$ cat config.mk
export PLATFORM = sky130hd
export DESIGN_NAME = fp_add_pipe
export DESIGN_NICKNAME = d
export VERILOG_FILES = /design/src/rtl/fp_add_pipe.sv
export SDC_FILE = /design/constraint.sdc
export NUM_CORES = 1
export LEC_CHECK = 0
export ABC_AREA = 1
export BUFFER_PORTS_ARGS = -buffer_cell sky130_fd_sc_hd__buf_2
export CAP_MARGIN = 40
export CORE_UTILIZATION = 29
export DETAILED_ROUTE_END_ITERATION = 10
export GPL_ROUTABILITY_DRIVEN = 0
export SLEW_MARGIN = 40
export SYNTH_ARGS = -nofsm -noshare
export SYNTH_HDL_FRONTEND = slang
export SYNTH_SLANG_ARGS = --single-unit
$ cat constraint.sdc
create_clock -name clk -period 15.7 [get_ports clk]
set_input_delay 3.14 -clock clk [delete_from_list [all_inputs] [get_ports clk]]
set_output_delay 3.14 -clock clk [all_outputs]
set_load 0.1 [all_outputs]
$ cat src/rtl/fp_add_pipe.sv
// Three-stage single-precision adder (align, add, normalize/round/pack); result 3 cycles after accept,
// whole pipe freezes while out_valid && !out_ready. Define FP_ADD_RNE_EN for round-to-nearest-even, else truncation.
module fp_add_pipe (
  input  logic        clk,
  input  logic        rst,
  input  logic        in_valid,
  output logic        in_ready,
  input  logic [31:0] A,
  input  logic [31:0] B,
  input  logic [31:0] special_S,
  input  logic        special_en,
  output logic        out_valid,
  input  logic        out_ready,
  output logic [31:0] S
);

  logic adv;
  assign adv      = !(out_valid && !out_ready);
  assign in_ready = adv;

  function automatic logic [4:0] lzc27(input logic [26:0] v);
    logic [4:0] n;
    logic       found;
    n     = 5'd0;
    found = 1'b0;
    for (int i = 26; i >= 0; i--) begin
      if (!found) begin
        if (v[i]) found = 1'b1;
        else      n = n + 5'd1;
      end
    end
    return n;
  endfunction

  // Stage 1: unpack, swap so X has the larger magnitude, align Y with G/R/S.
  logic [7:0]  ea, eb, x_exp, y_exp, d;
  logic [23:0] ma, mb, x_man, y_man;
  logic        a_big, x_sign, y_sign;
  logic [49:0] ext;
  logic [26:0] y_al;

  always_comb begin
    ea     = (A[30:23] == 8'd0) ? 8'd1 : A[30:23];
    eb     = (B[30:23] == 8'd0) ? 8'd1 : B[30:23];
    ma     = {(A[30:23] != 8'd0), A[22:0]};
    mb     = {(B[30:23] != 8'd0), B[22:0]};
    a_big  = {ea, ma} >= {eb, mb};
    x_sign = a_big ? A[31] : B[31];
    y_sign = a_big ? B[31] : A[31];
    x_exp  = a_big ? ea : eb;
    y_exp  = a_big ? eb : ea;
    x_man  = a_big ? ma : mb;
    y_man  = a_big ? mb : ma;
    d      = x_exp - y_exp;
    ext    = {y_man, 26'd0} >> d;
    y_al   = (d >= 8'd27) ? 27'd1 : {ext[49:24], |ext[23:0]};
  end

  logic        s1_valid, s1_sub, s1_sign, s1_spec_en;
  logic [7:0]  s1_exp;
  logic [26:0] s1_mx, s1_my;
  logic [31:0] s1_spec;

  // Stage 2: magnitude add/subtract; X >= Y so the difference never goes negative.
  logic [27:0] sum;
  always_comb begin
    sum = s1_sub ? ({1'b0, s1_mx} - {1'b0, s1_my}) : ({1'b0, s1_mx} + {1'b0, s1_my});
  end

  logic        s2_valid, s2_sign, s2_spec_en;
  logic [7:0]  s2_exp;
  logic [27:0] s2_sum;
  logic [31:0] s2_spec;

  // Stage 3: normalize, round, pack; exponents kept as 10-bit two's complement.
  logic [4:0]  lz;
  logic [26:0] norm;
  logic [9:0]  e_norm, e_rnd;
  logic [24:0] mant;
  logic        round_up;
  logic [31:0] res;

  always_comb begin
    lz = lzc27(s2_sum[26:0]);
    if (s2_sum[27]) begin
      norm   = {s2_sum[27:2], s2_sum[1] | s2_sum[0]};
      e_norm = {2'b00, s2_exp} + 10'd1;
    end else begin
      norm   = s2_sum[26:0] << lz;
      e_norm = {2'b00, s2_exp} - {5'd0, lz};
    end
`ifdef FP_ADD_RNE_EN
    round_up = norm[2] & (norm[1] | norm[0] | norm[3]);
`else
    round_up = 1'b0;
`endif
    mant  = {1'b0, norm[26:3]} + {24'd0, round_up};
    e_rnd = e_norm + {9'd0, mant[24]};
    if (!s2_spec_en)                          res = s2_spec;
    else if (s2_sum == 28'd0)                 res = 32'd0;
    else if ($signed(e_norm) <= 10'sd0)       res = {s2_sign, 31'd0};
    else if ($signed(e_rnd) >= 10'sd255)      res = {s2_sign, 8'hFF, 23'd0};
    else                                      res = {s2_sign, e_rnd[7:0], mant[22:0]};
  end

  always_ff @(posedge clk or posedge rst) begin
    if (rst) begin
      s1_valid   <= 1'b0;
      s1_sub     <= 1'b0;
      s1_sign    <= 1'b0;
      s1_spec_en <= 1'b0;
      s1_exp     <= 8'd0;
      s1_mx      <= 27'd0;
      s1_my      <= 27'd0;
      s1_spec    <= 32'd0;
      s2_valid   <= 1'b0;
      s2_sign    <= 1'b0;
      s2_spec_en <= 1'b0;
      s2_exp     <= 8'd0;
      s2_sum     <= 28'd0;
      s2_spec    <= 32'd0;
      out_valid  <= 1'b0;
      S          <= 32'd0;
    end else if (adv) begin
      s1_valid   <= in_valid;
      s1_sub     <= x_sign ^ y_sign;
      s1_sign    <= x_sign;
      s1_spec_en <= special_en;
      s1_exp     <= x_exp;
      s1_mx      <= {x_man, 3'b000};
      s1_my      <= y_al;
      s1_spec    <= special_S;
      s2_valid   <= s1_valid;
      s2_sign    <= s1_sign;
      s2_spec_en <= s1_spec_en;
      s2_exp     <= s1_exp;
      s2_sum     <= sum;
      s2_spec    <= s1_spec;
      out_valid  <= s2_valid;
      if (s2_valid) S <= res;
    end
  end

endmodule
======== Yosys cells after proc, flatten, opt, wreduce, memory -nomap -nowiden ========
Cells that the tools add are included.
operators by class
  add/sub/neg operators ................... 31
  order comparisons ....................... 4
  shift-type cells ........................ 2
  multiplexer cells ....................... 120
  bitwise gates (word level) .............. 3
  reduce and logical (&&, ||, !) cells .... 10
operator list
  kind                                                                                   count
  5-bit two-way mux                                                                      52
  5-bit by 1-bit adder with 5-bit output (second input constant)                         26
  32-bit two-way mux                                                                     2
  31-bit two-way mux                                                                     2
  1-bit two-way mux                                                                      54
  50-bit by 8-bit right shift with 50-bit output                                         1
  24-bit two-way mux                                                                     2
  32-bit greater-or-equal comparator                                                     1
  8-bit two-way mux                                                                      4
  27-bit by 27-bit adder with 28-bit output                                              1
  28-bit zero test                                                                       1
  28-bit two-way mux                                                                     1
  27-bit by 27-bit subtractor with 28-bit output                                         1
  27-bit two-way mux                                                                     1
  27-bit by 5-bit left shift with 26-bit output                                          1
  26-bit two-way mux                                                                     1
  24-bit OR reduction                                                                    1
  8-bit zero test                                                                        2
  8-bit nonzero test                                                                     2
  10-bit by 9-bit greater-or-equal comparator with 1-bit output (second input constant)  1
  10-bit by 1-bit less-or-equal comparator with 1-bit output (second input constant)     1
  10-bit two-way mux                                                                     1
  8-bit by 1-bit adder with 9-bit output (second input constant)                         1
  8-bit by 5-bit subtractor with 9-bit output                                            1
  other kinds (8)                                                                        9
word-level totals
  register bits ........................... 199
  bits of input ports ..................... 101
  output and inout port bits .............. 34
  logic and storage cells ................. 186

======== Logic depth before layout (Yosys ltp) ========
Gate-level depths: netlist of run 1.
  depth after elaboration ................. 86
  gate-level depth with buffers ........... 98
  depth with buffers taken out ............ 96

======== Least setup slack after synthesis of run 1 ========
No wires, ideal clock.
  path type ............................... register to register
  start point ............................. register s2_sum[24]
  end point ............................... register S[5]
  setup time .............................. 0.123 ns
  data arrival time ....................... 11.900 ns
  data required time ...................... 15.577 ns
  slack ................................... 3.676 ns
  stages on the path, launching flop included .. 85
  buffers on the path ..................... 2
  clock period less this slack ............ 12.024 ns
  path through ............................ dfrtp_1 -> a21oi_1 -> ha_1 -> a31o_2 -> ha_1 -> inv_1 -> o21ai_0 -> ha_1 -> o21ai_1 -> o21ai_0 -> ha_1 -> o22ai_1 -> inv_1 -> nand3_1 -> nand3_1 -> nand2_1 -> nand2_1 -> nand2_1 -> [49 not listed] -> ha_1 -> inv_1 -> nor2_1 -> nor2_1 -> nor2_1 -> inv_1 -> a21oi_1 -> nand3b_1 -> o32ai_1 -> xor2_1 -> or4_1 -> nand2_1 -> nor2_1 -> clkinv_1 -> clkbuf_1 -> a21oi_1 -> nand2_1 -> a21oi_2
on the way
  word-level cells in the longest chain between the ends .. 81
  elaborated cells between the ends (all ways) .. 110
  classes of those cells .................. add/sub: 25; order compare: 2; shift: 1; mux: 81; reduce/logical: 1
RTL lines
  item                                                           RTL line  text
  start: declaration                                             72        logic [27:0] s2_sum;
  start signal: assignment                                       137       s2_sum <= sum;
  5-bit two-way mux                                              28        if (v[i]) found = 1'b1;
  5-bit two-way mux                                              27        if (!found) begin
  5-bit by 1-bit adder with 5-bit output                         29        else n = n + 5'd1;
  5-bit two-way mux                                              28
  5-bit two-way mux                                              27
  5-bit by 1-bit adder with 5-bit output                         29
  5-bit two-way mux                                              28
  5-bit two-way mux                                              27
  [65 not listed]                                                -
  5-bit two-way mux                                              27
  8-bit by 5-bit subtractor with 9-bit output                    90        e_norm = {2'b00, s2_exp} - {5'd0, lz};
  10-bit two-way mux                                             85        if (s2_sum[27]) begin
  10-bit by 9-bit greater-or-equal comparator with 1-bit output  102       else if ($signed(e_rnd) >= 10'sd255) res = {s2_sign, 8'hFF, 23'd0};
  31-bit two-way mux                                             102
  31-bit two-way mux                                             101       else if ($signed(e_norm) <= 10'sd0) res = {s2_sign, 31'd0};
  32-bit two-way mux (*)                                         100       else if (s2_sum == 28'd0) res = 32'd0;
  32-bit two-way mux (*)                                         99        if (!s2_spec_en) res = s2_spec;
  end signal: assignment                                         140       if (s2_valid) S <= res;
  end: declaration                                               14        output logic [31:0] S
Every way passes the cells marked *; elsewhere a longest branch is shown, timed or not.
A chain may end at the register's enable or synchronous reset.

======== Final worst setup path of run 1 ========
  start point ............................. register s2_sum[24]
  end point ............................... register S[18]
The elaborated chain is that of the path after synthesis.

==> metrics.txt, run 1 <==
Cell Count, Final, Fillers Out=3495; Post-Syn Nets=2872; Layout Nets=2923; H-tree lvl count=4; Inst Count DP=3463; clk buf depth=2; CTS tree=done; reg2reg start=s2_sum[24]; post-synthesis average cell area=6.562 µm²; post-DP HPWL=39350 µm; hold endpoint=s2_spec[26]; Initial Utilization=29.44%; critical path type=reg2reg; fin util=32.71%; EDFF count, synth=0; register area share after synthesis=28.55%; leading cell type in the layout, fill and taps excluded=nand2_1; initial antenna violation count=0; final count of hold timing violations=0; post-route setup slack=1794 ps; Hold Crit Class=reg2reg; Worst slew margin=45.66%; worst slack, placed=2032 ps; Post-synth top flop=dfrtp_1; diode count=0; CTS buffer count=17; max-cap violation count=0; status=finished, final reports clean; Synth warnings=0; largest net degree at the start of global routing=125; Clock transition at path regs=90 ps; total global routing overflow=0; slowest CP cell=clkinv_1; first-pass GRT wire length=84440 µm; Die Span X=247.2 µm; CP Data Arrival Time=14300 ps; number of port buffers=134; Core ar.=59240 µm²; Reg2Reg Setup Slack=1790 ps; Fin Setup TNS=0 ps; Hold Path Stages=2; Post-Synthesis Cells=2658; Total Die Area=61130 µm²; fin. max-slew vios=0; Clock Skews=24.38 ps; Worst Path Max Fanout=27; FF-to-FF path depth=83; routed wire length=50860 µm; most frequent cells in the layout=nand2_1 (792), inv_1 (250), nand3_1 (229); Setup crit end kind=register; Slew @ Worst Pin=815.2 ps; Critical path origin=s2_sum[24]; remaining routing DRC violations=0; Layout fillers=6623; vias per cell=4.895; P&R area growth vs syn=11.09%; Worst Path Required=16090 ps; violation count after the first detailed-route iteration=1221; ys async rst share=100.0%; final worst path period need=13910 ps; multi-input logic area=10900 µm²; num ports=135; via count=17110; Die Height=247.2 µm; DRT Pass-1 Iters=6; Synth Register Bits=199; num rows=89; ANT nets after route=0; RSZ-0062 raised after global routing=no; Netlist Area Pre-Place=17440 µm²; CTS sink count=199; wire per inst=14.55 µm; Worst setup SP type=register; Crit path largest cell delay=570 ps; reg-to-reg endpoint=S[18]; largest vdd supply drop=0.09799 mV; Post-CTS Hold Buffers=0; Post-CTS Setup Bufs=0; clock root buffer=clkbuf_16; Design Power=3.592 mW; layout cells sized above 1=11.83%; Setup Viol. Count Final=0; Distinct cells, synth=66; register area=4980 µm²; Power Dens Cells=185.4 nW/µm²; LEAKAGE=9.703 nW; Worst-Skew Late Latency=470 ps; GRT Total Usage=17.01%; critical path's most frequent cell=nand2_1; post-cts resize count=0; Achievable Freq=71.91 MHz; Tcrit/Tclk final=88.57%; vias in the first global route=16240; worst hold start=s1_spec[26]
==> kinds of logic after synthesis <==
kind of cell / Yosys count / share of synthesized area, %
multiplexers: 1 / 0.05739
XOR/XNOR: 51 / 2.798
flip-flops: 199 / 28.55
AO/OA/AOI/OAI: 528 / 16.86
buffers and inverters: 409 / 9.254
adder cells (fa/ha/maj): 113 / 8.192
AND/OR/NAND/NOR: 1357 / 34.29
==> worst max-delay path: cells and delay by family (launching register included) <==
kind                       cells  cell delay (ps)
xor gates and xnor gates       1              170
and+or+nand+nor               41             4840
AOI/OAI and AO/OA             19             3170
adders and majority gates     14             4140
DFF                            1              450
buffers and inverters          8             1030
==> cell usage after synthesis (all sizes together), types with 22 or more instances <==
| master | n | share of area (%) |
|---|---|---|
| a21oi | 171 | 5.1 |
| clkbuf | 82 | 1.8 |
| buf | 34 | 1.2 |
| ha | 111 | 8.0 |
| nand3 | 250 | 7.9 |
| nand4 | 22 | 0.82 |
| o21ai | 253 | 7.3 |
| nand2 | 822 | 18 |
| nor2 | 219 | 5.8 |
| dfrtp | 199 | 29 |
| inv | 285 | 6.1 |
| o211ai | 31 | 1.4 |
| xor2 | 41 | 2.3 |
==> registers in the layout (all words and copies together), names as in the netlist <==
signal      count
s2_valid        1
out_valid       1
S              32
s1_spec_en      1
s1_valid        1
s1_sub          1
s2_sum         28
s2_spec        32
s1_my          27
s1_spec        32
s2_sign         1
s2_exp          8
s2_spec_en      1
s1_sign         1
s1_mx          24
s1_exp          8
==> through the flow <==
step | hold slack, ps | cell area (µm²)
6_report | 461.0 | 19380
5_1_grt | 489.4 | 19380
4_1_cts | 473.4 | 19350
3_5_place_dp | 454.1 | 18730
3_3_place_gp | 452.0 | 18710
2_1_floorplan | 442.2 | 17440
==> power breakdown <==
| part | switching (mW) | internal, mW |
|---|---|---|
| Clock | 0.233 | 0.244 |
| Sequential | 0.188 | 0.686 |
| Combinational | 1.62 | 0.626 |
==> routing by layer <==
| layer | vias to the layer above | wire, µm | track usage, % |
|---|---|---|---|
| li1 | 8814 | - | - |
| met1 | 7900 | 24780 | 23.97 |
| met2 | 347 | 23300 | 27.42 |
| met3 | 48 | 1938 | 1.943 |
| met4 | 0 | 845 | 4.294 |
| met5 | - | 0 | 0 |
==> cell type report <==
type / instances / area share [%]
tap: 773 / 4.992
clock inverter: 14 / 0.9880
clock buffer: 18 / 2.215
inverter: 292 / 5.734
multi-input combinational: 2050 / 56.27
sequential: 199 / 25.70
timing repair buffer: 149 / 4.100
==> worst max-delay path by stage <==
| stage | to | cells after the start |
|---|---|---|
| 2_1_floorplan | S[5] | 84 |
| 3_3_place_gp | S[7] | 82 |
| 4_1_cts | S[8] | 82 |
| 5_1_grt | S[18] | 84 |
| 3_5_place_dp | S[8] | 82 |
| 6_report | S[18] | 83 |
No activity file was read; power rests on OpenSTA's default activity.
==> run 2: changes to the inputs <==
--- a/config.mk
+++ b/config.mk
@@ -11,6 +11,7 @@
 export CORE_UTILIZATION = 29
 export DETAILED_ROUTE_END_ITERATION = 10
 export GPL_ROUTABILITY_DRIVEN = 0
+export GPL_TIMING_DRIVEN = 0
 export SLEW_MARGIN = 40
 export SYNTH_ARGS = -nofsm -noshare
 export SYNTH_HDL_FRONTEND = slang
==> metrics.txt, run 2 (same netlist as run 1, synthesis figures left out) <==
critical path's most frequent cell=nand2_1; leading cell type in the layout, fill and taps excluded=nand2_1; routed wire length=54900 µm; max-cap violation count=0; wire per inst=15.25 µm; Power Dens Cells=185.7 nW/µm²; Hold Path Stages=2; CTS tree=done; CTS buffer count=17; first-pass GRT wire length=88070 µm; clk buf depth=2; Post-CTS Hold Buffers=0; post-route setup slack=1805 ps; ANT nets after route=0; Top Registers=S (32), s1_spec (32), s2_spec (32); DRT Pass-1 Iters=5; CP Data Arrival Time=14280 ps; critical path type=reg2reg; Layout fillers=6636; fin area=19780 µm²; num ports=135; CTS sink count=199; diode count=0; num rows=89; total global routing overflow=0; Crit path largest cell delay=490 ps; layout cells sized above 1=11.46%; violation count after the first detailed-route iteration=1414; register area=4980 µm²; Clock transition at path regs=80 ps; remaining routing DRC violations=0; Worst setup SP type=register; Post-CTS Setup Bufs=0; vias in the first global route=16790; Worst slew margin=45.50%; Fin Setup TNS=0 ps; Total Die Area=61130 µm²; RSZ-0062 raised after global routing=no; H-tree lvl count=4; final count of hold timing violations=0; Setup Viol. Count Final=0; post-cts resize count=0; fin util=33.38%; multi-input logic area=10860 µm²; Die Span X=247.2 µm; Tcrit/Tclk final=88.50%; largest net degree at the start of global routing=78; Layout Nets=3027; Worst-Skew Late Latency=470 ps; GRT Total Usage=18.12%; Worst Path Max Fanout=10; Achievable Freq=71.97 MHz; initial antenna violation count=0; most frequent cells in the layout=nand2_1 (792), inv_1 (254), nand3_1 (230); via count=17700; Hold Crit Class=reg2reg; Reg2Reg Setup Slack=1800 ps; P&R area growth vs syn=13.39%; Slew @ Worst Pin=814.7 ps; Setup crit end kind=register; Worst Path Required=16080 ps; number of port buffers=134; worst slack, placed=1899 ps; Die Height=247.2 µm; Post-DP Area=19160 µm²; vias per cell=4.917; status=finished, final reports clean; LEAKAGE=9.852 nW; FF-to-FF path depth=84; largest vdd supply drop=0.1349 mV; fin. max-slew vios=0; final worst path period need=13900 ps; slowest CP cell=nor2_1; post-DP HPWL=45360 µm; Core ar.=59240 µm²; Clock Skews=20.74 ps; Initial Utilization=29.44%; clock root buffer=clkbuf_16
==> run 2: cell types whose count changed in the layout (fill, tap and decap cells not counted), sizes merged <==
cell / previous run / this run
buf: 149 / 170
bufinv: 2 / 3
clkbuf: 18 / 99
clkinv: 15 / 10
clkinvlp: 0 / 4
dlygate4sd1: 0 / 1
inv: 289 / 290
==> run 2: routing by layer <==
metal / part of all wire (%) / track usage [%] / up-vias / wire (µm)
li1: - / - / 9037 / -
met1: 48 / 24.67 / 8180 / 26340
met2: 46 / 30.14 / 417 / 25230
met3: 4.1 / 2.203 / 63 / 2258
met4: 1.9 / 4.673 / 0 / 1069
met5: 0 / 0 / - / 0
==> run 2: final timing paths <==
path,startpoint,end
max,s2_sum[24],S[10]
min,s1_spec[6],s2_spec[6]
max reg2reg,s2_sum[24],S[10]
min reg2reg,s1_spec[6],s2_spec[6]
max in group asynchronous,rst,s1_mx[5]
min in group asynchronous,rst,out_valid
==> run 2: final cells by class <==
type	count	share of cell area [%]
flip-flops and latches	199	25.18
clock buffers	17	2.151
inverters	292	5.580
repair buffers	136	3.669
clock inverters	15	0.9743
plain buffers	117	2.619
multi-input cells	2050	54.93
well taps	773	4.891
==> run 2: power by group <==
group	leakage [nW]	internal, mW	total, mW	switching [mW]
registers	2.41	0.686	0.869	0.182
logic	7.15	0.659	2.33	1.67
clock network	0.291	0.255	0.474	0.219
==> run 2: per-stage QoR <==
| stage | hold WS, ps | power, mW | std cells |
|---|---|---|---|
| floorplan | 442.2 | 2.557 | 2658 |
| global placement | 450.1 | 3.162 | 3565 |
| detailed placement | 456.1 | 3.175 | 3567 |
| CTS | 472.2 | 3.657 | 3599 |
| global route | 498.3 | 4.005 | 3599 |
| finish | 478.3 | 3.672 | 3599 |
==> run 2: critical path: cells and delay by family, from the launching register on <==
family | cells | cell delay, ps
adder cells (fa/ha/maj) | 14 | 4040
buffers and inverters | 10 | 1360
flip-flops | 1 | 480
XOR/XNOR | 2 | 450
AND/OR/NAND/NOR | 38 | 4120
AO/OA/AOI/OAI | 20 | 3390
==> run 3: changes to the inputs <==
--- a/config.mk
+++ b/config.mk
@@ -12,6 +12,7 @@
 export DETAILED_ROUTE_END_ITERATION = 10
 export GPL_ROUTABILITY_DRIVEN = 0
 export GPL_TIMING_DRIVEN = 0
+export HOLD_SLACK_MARGIN = 0.06
 export SLEW_MARGIN = 40
 export SYNTH_ARGS = -nofsm -noshare
 export SYNTH_HDL_FRONTEND = slang
==> constraint.sdc (replaced) <==
create_clock -name clk -period 12.1 [get_ports clk]
set_input_delay 2.42 -clock clk [delete_from_list [all_inputs] [get_ports clk]]
set_output_delay 2.42 -clock clk [all_outputs]
set_load 0.1 [all_outputs]
==> metrics.txt, run 3 (same netlist as run 1, synthesis figures left out) <==
largest net degree at the start of global routing=78; Clock Power Share=11.3%; via count=18350; WP buf/inv=39; largest vdd supply drop=0.1751 mV; Core ar.=59240 µm²; final worst path period need=11680 ps; worst slack, placed=-1701 ps; fin. max-slew vios=0; CTS sink count=199; critical path's most frequent cell=buf_4; hold endpoint=s2_spec[26]; DR WL met2=27230 µm; multi-input logic area=11530 µm²; Hold Crit Class=reg2reg; critical path type=reg2reg; wire length on met3=2686 µm; Hold Path Stages=2; LEAKAGE=10.46 nW; Crit path largest cell delay=450 ps; Slew @ Worst Pin=813.2 ps; Worst setup SP type=register; Clock Skews=11.85 ps; register area=4981 µm²; reg2reg start=s2_sum[26]; violation count after the first detailed-route iteration=1515; vias per cell=4.966; Tcrit/Tclk final=96.56%; layout cells sized above 1=18.24%; routed wire length=58150 µm; clock root buffer=clkbuf_16; CP Data Arrival Time=12070 ps; slowest CP cell=dfrtp_1; final count of hold timing violations=0; Cell Count, Final, Fillers Out=3695; remaining routing DRC violations=0; Die Height=247.2 µm; Setup crit end kind=register; CTS buffer count=17; max-cap violation count=0; most frequent cells in the layout=nand2_1 (765), inv_1 (243), nand3_1 (217); Die Span X=247.2 µm; Achievable Freq=85.59 MHz; FF-to-FF path depth=92; Fin Setup TNS=0 ps; Worst slew margin=45.60%; H-tree lvl count=4; total global routing overflow=0; Inst Count DP=3567; post-route setup slack=415.8 ps; Worst Hold Slack=475.2 ps; vias in the first global route=17270; critical path's top delay family=buffers and inverters; DRT Pass-1 Iters=6; GRT Total Usage=18.62%; num rows=89; Total Die Area=61130 µm²; ANT nets after route=0; uppermost layer routed=met4; switching power=2.950 mW; Setup Viol. Count Final=0; number of port buffers=134; num ports=135; fin area=21230 µm²; Comb pwr share=67.7%; wire per inst=15.74 µm; Post-CTS Hold Buffers=0; DRT met1 WL=27020 µm; leading cell type in the layout, fill and taps excluded=nand2_1; Layout Nets=3123; fin util=35.83%; Layout fillers=6450; register share of total power=21.0%; first-pass GRT wire length=90420 µm; Worst Path Max Fanout=4; Design Power=5.415 mW; Initial Utilization=29.44%; Post-DP Area=19160 µm²; clk buf depth=2; Power Dens Cells=255.1 nW/µm²; diode count=0; Top Registers=S (32), s1_spec (32), s2_spec (32); post-DP HPWL=45360 µm; Reg2Reg Setup Slack=420 ps; P_int=2.465 mW; P&R area growth vs syn=21.71%; Worst-Skew Late Latency=460 ps; sw frac=54.48%; worst hold start=s1_spec[26]; initial antenna violation count=0; reg-to-reg endpoint=S[18]; status=finished, final reports clean; Clock transition at path regs=80 ps; Worst Path Required=12480 ps; CTS tree=done
-- run 3: power groups by stage --
stage / clock [mW] / sequential, mW / combinational (mW)
after global routing: 0.648 / 1.16 / 4.05
after global placement: 0 / 1.13 / 2.97
final: 0.612 / 1.14 / 3.67
after detailed placement: 0 / 1.14 / 2.98
after floorplan: 0 / 1.45 / 1.87
after CTS: 0.622 / 1.13 / 3.28
-- run 3: cell type report --
cell class              instances  share of cell area, %
clock inverters                15                 0.9076
repair inverters                1                0.02358
repair buffers                233                  6.955
plain buffers                 114                  2.499
inverters                     292                  5.269
multi-input cells            2051                  54.32
clock buffers                  17                  2.004
flip-flops and latches        199                  23.46
well taps                     773                  4.556
-- run 3: timing repair --
action	CTS	global route
endpoints found under the setup margin	31	31
gates cloned	0	3
pin swaps	33	101
buffers inserted	70	29
gates resized for setup	46	120
-- run 3: worst max path at each step --
stage / start / endpoint / depth (start not counted) / slack [ps]
finish: s2_sum[26] / S[18] / 92 / 420
detailed placement: s2_sum[24] / S[10] / 84 / -1700
global route: s2_sum[26] / S[8] / 95 / -210
global placement: s2_sum[24] / S[12] / 84 / -1670
floorplan: s2_sum[24] / S[5] / 84 / 80
CTS: s2_sum[26] / S[9] / 90 / 1
-- run 3: tightest hold or removal path, delay by kind of cell (launching register included) --
family / cells / cell delay, ps
DFF: 1 / 340
and+or+nand+nor: 2 / 110
-- run 3: metal layers --
layer / vias to the layer above / GRT usage [%]
met3: 76 / 2.257
met1: 8558 / 25.07
met4: 0 / 5.269
met2: 488 / 31.09
li1: 9227 / -
met5: - / 0
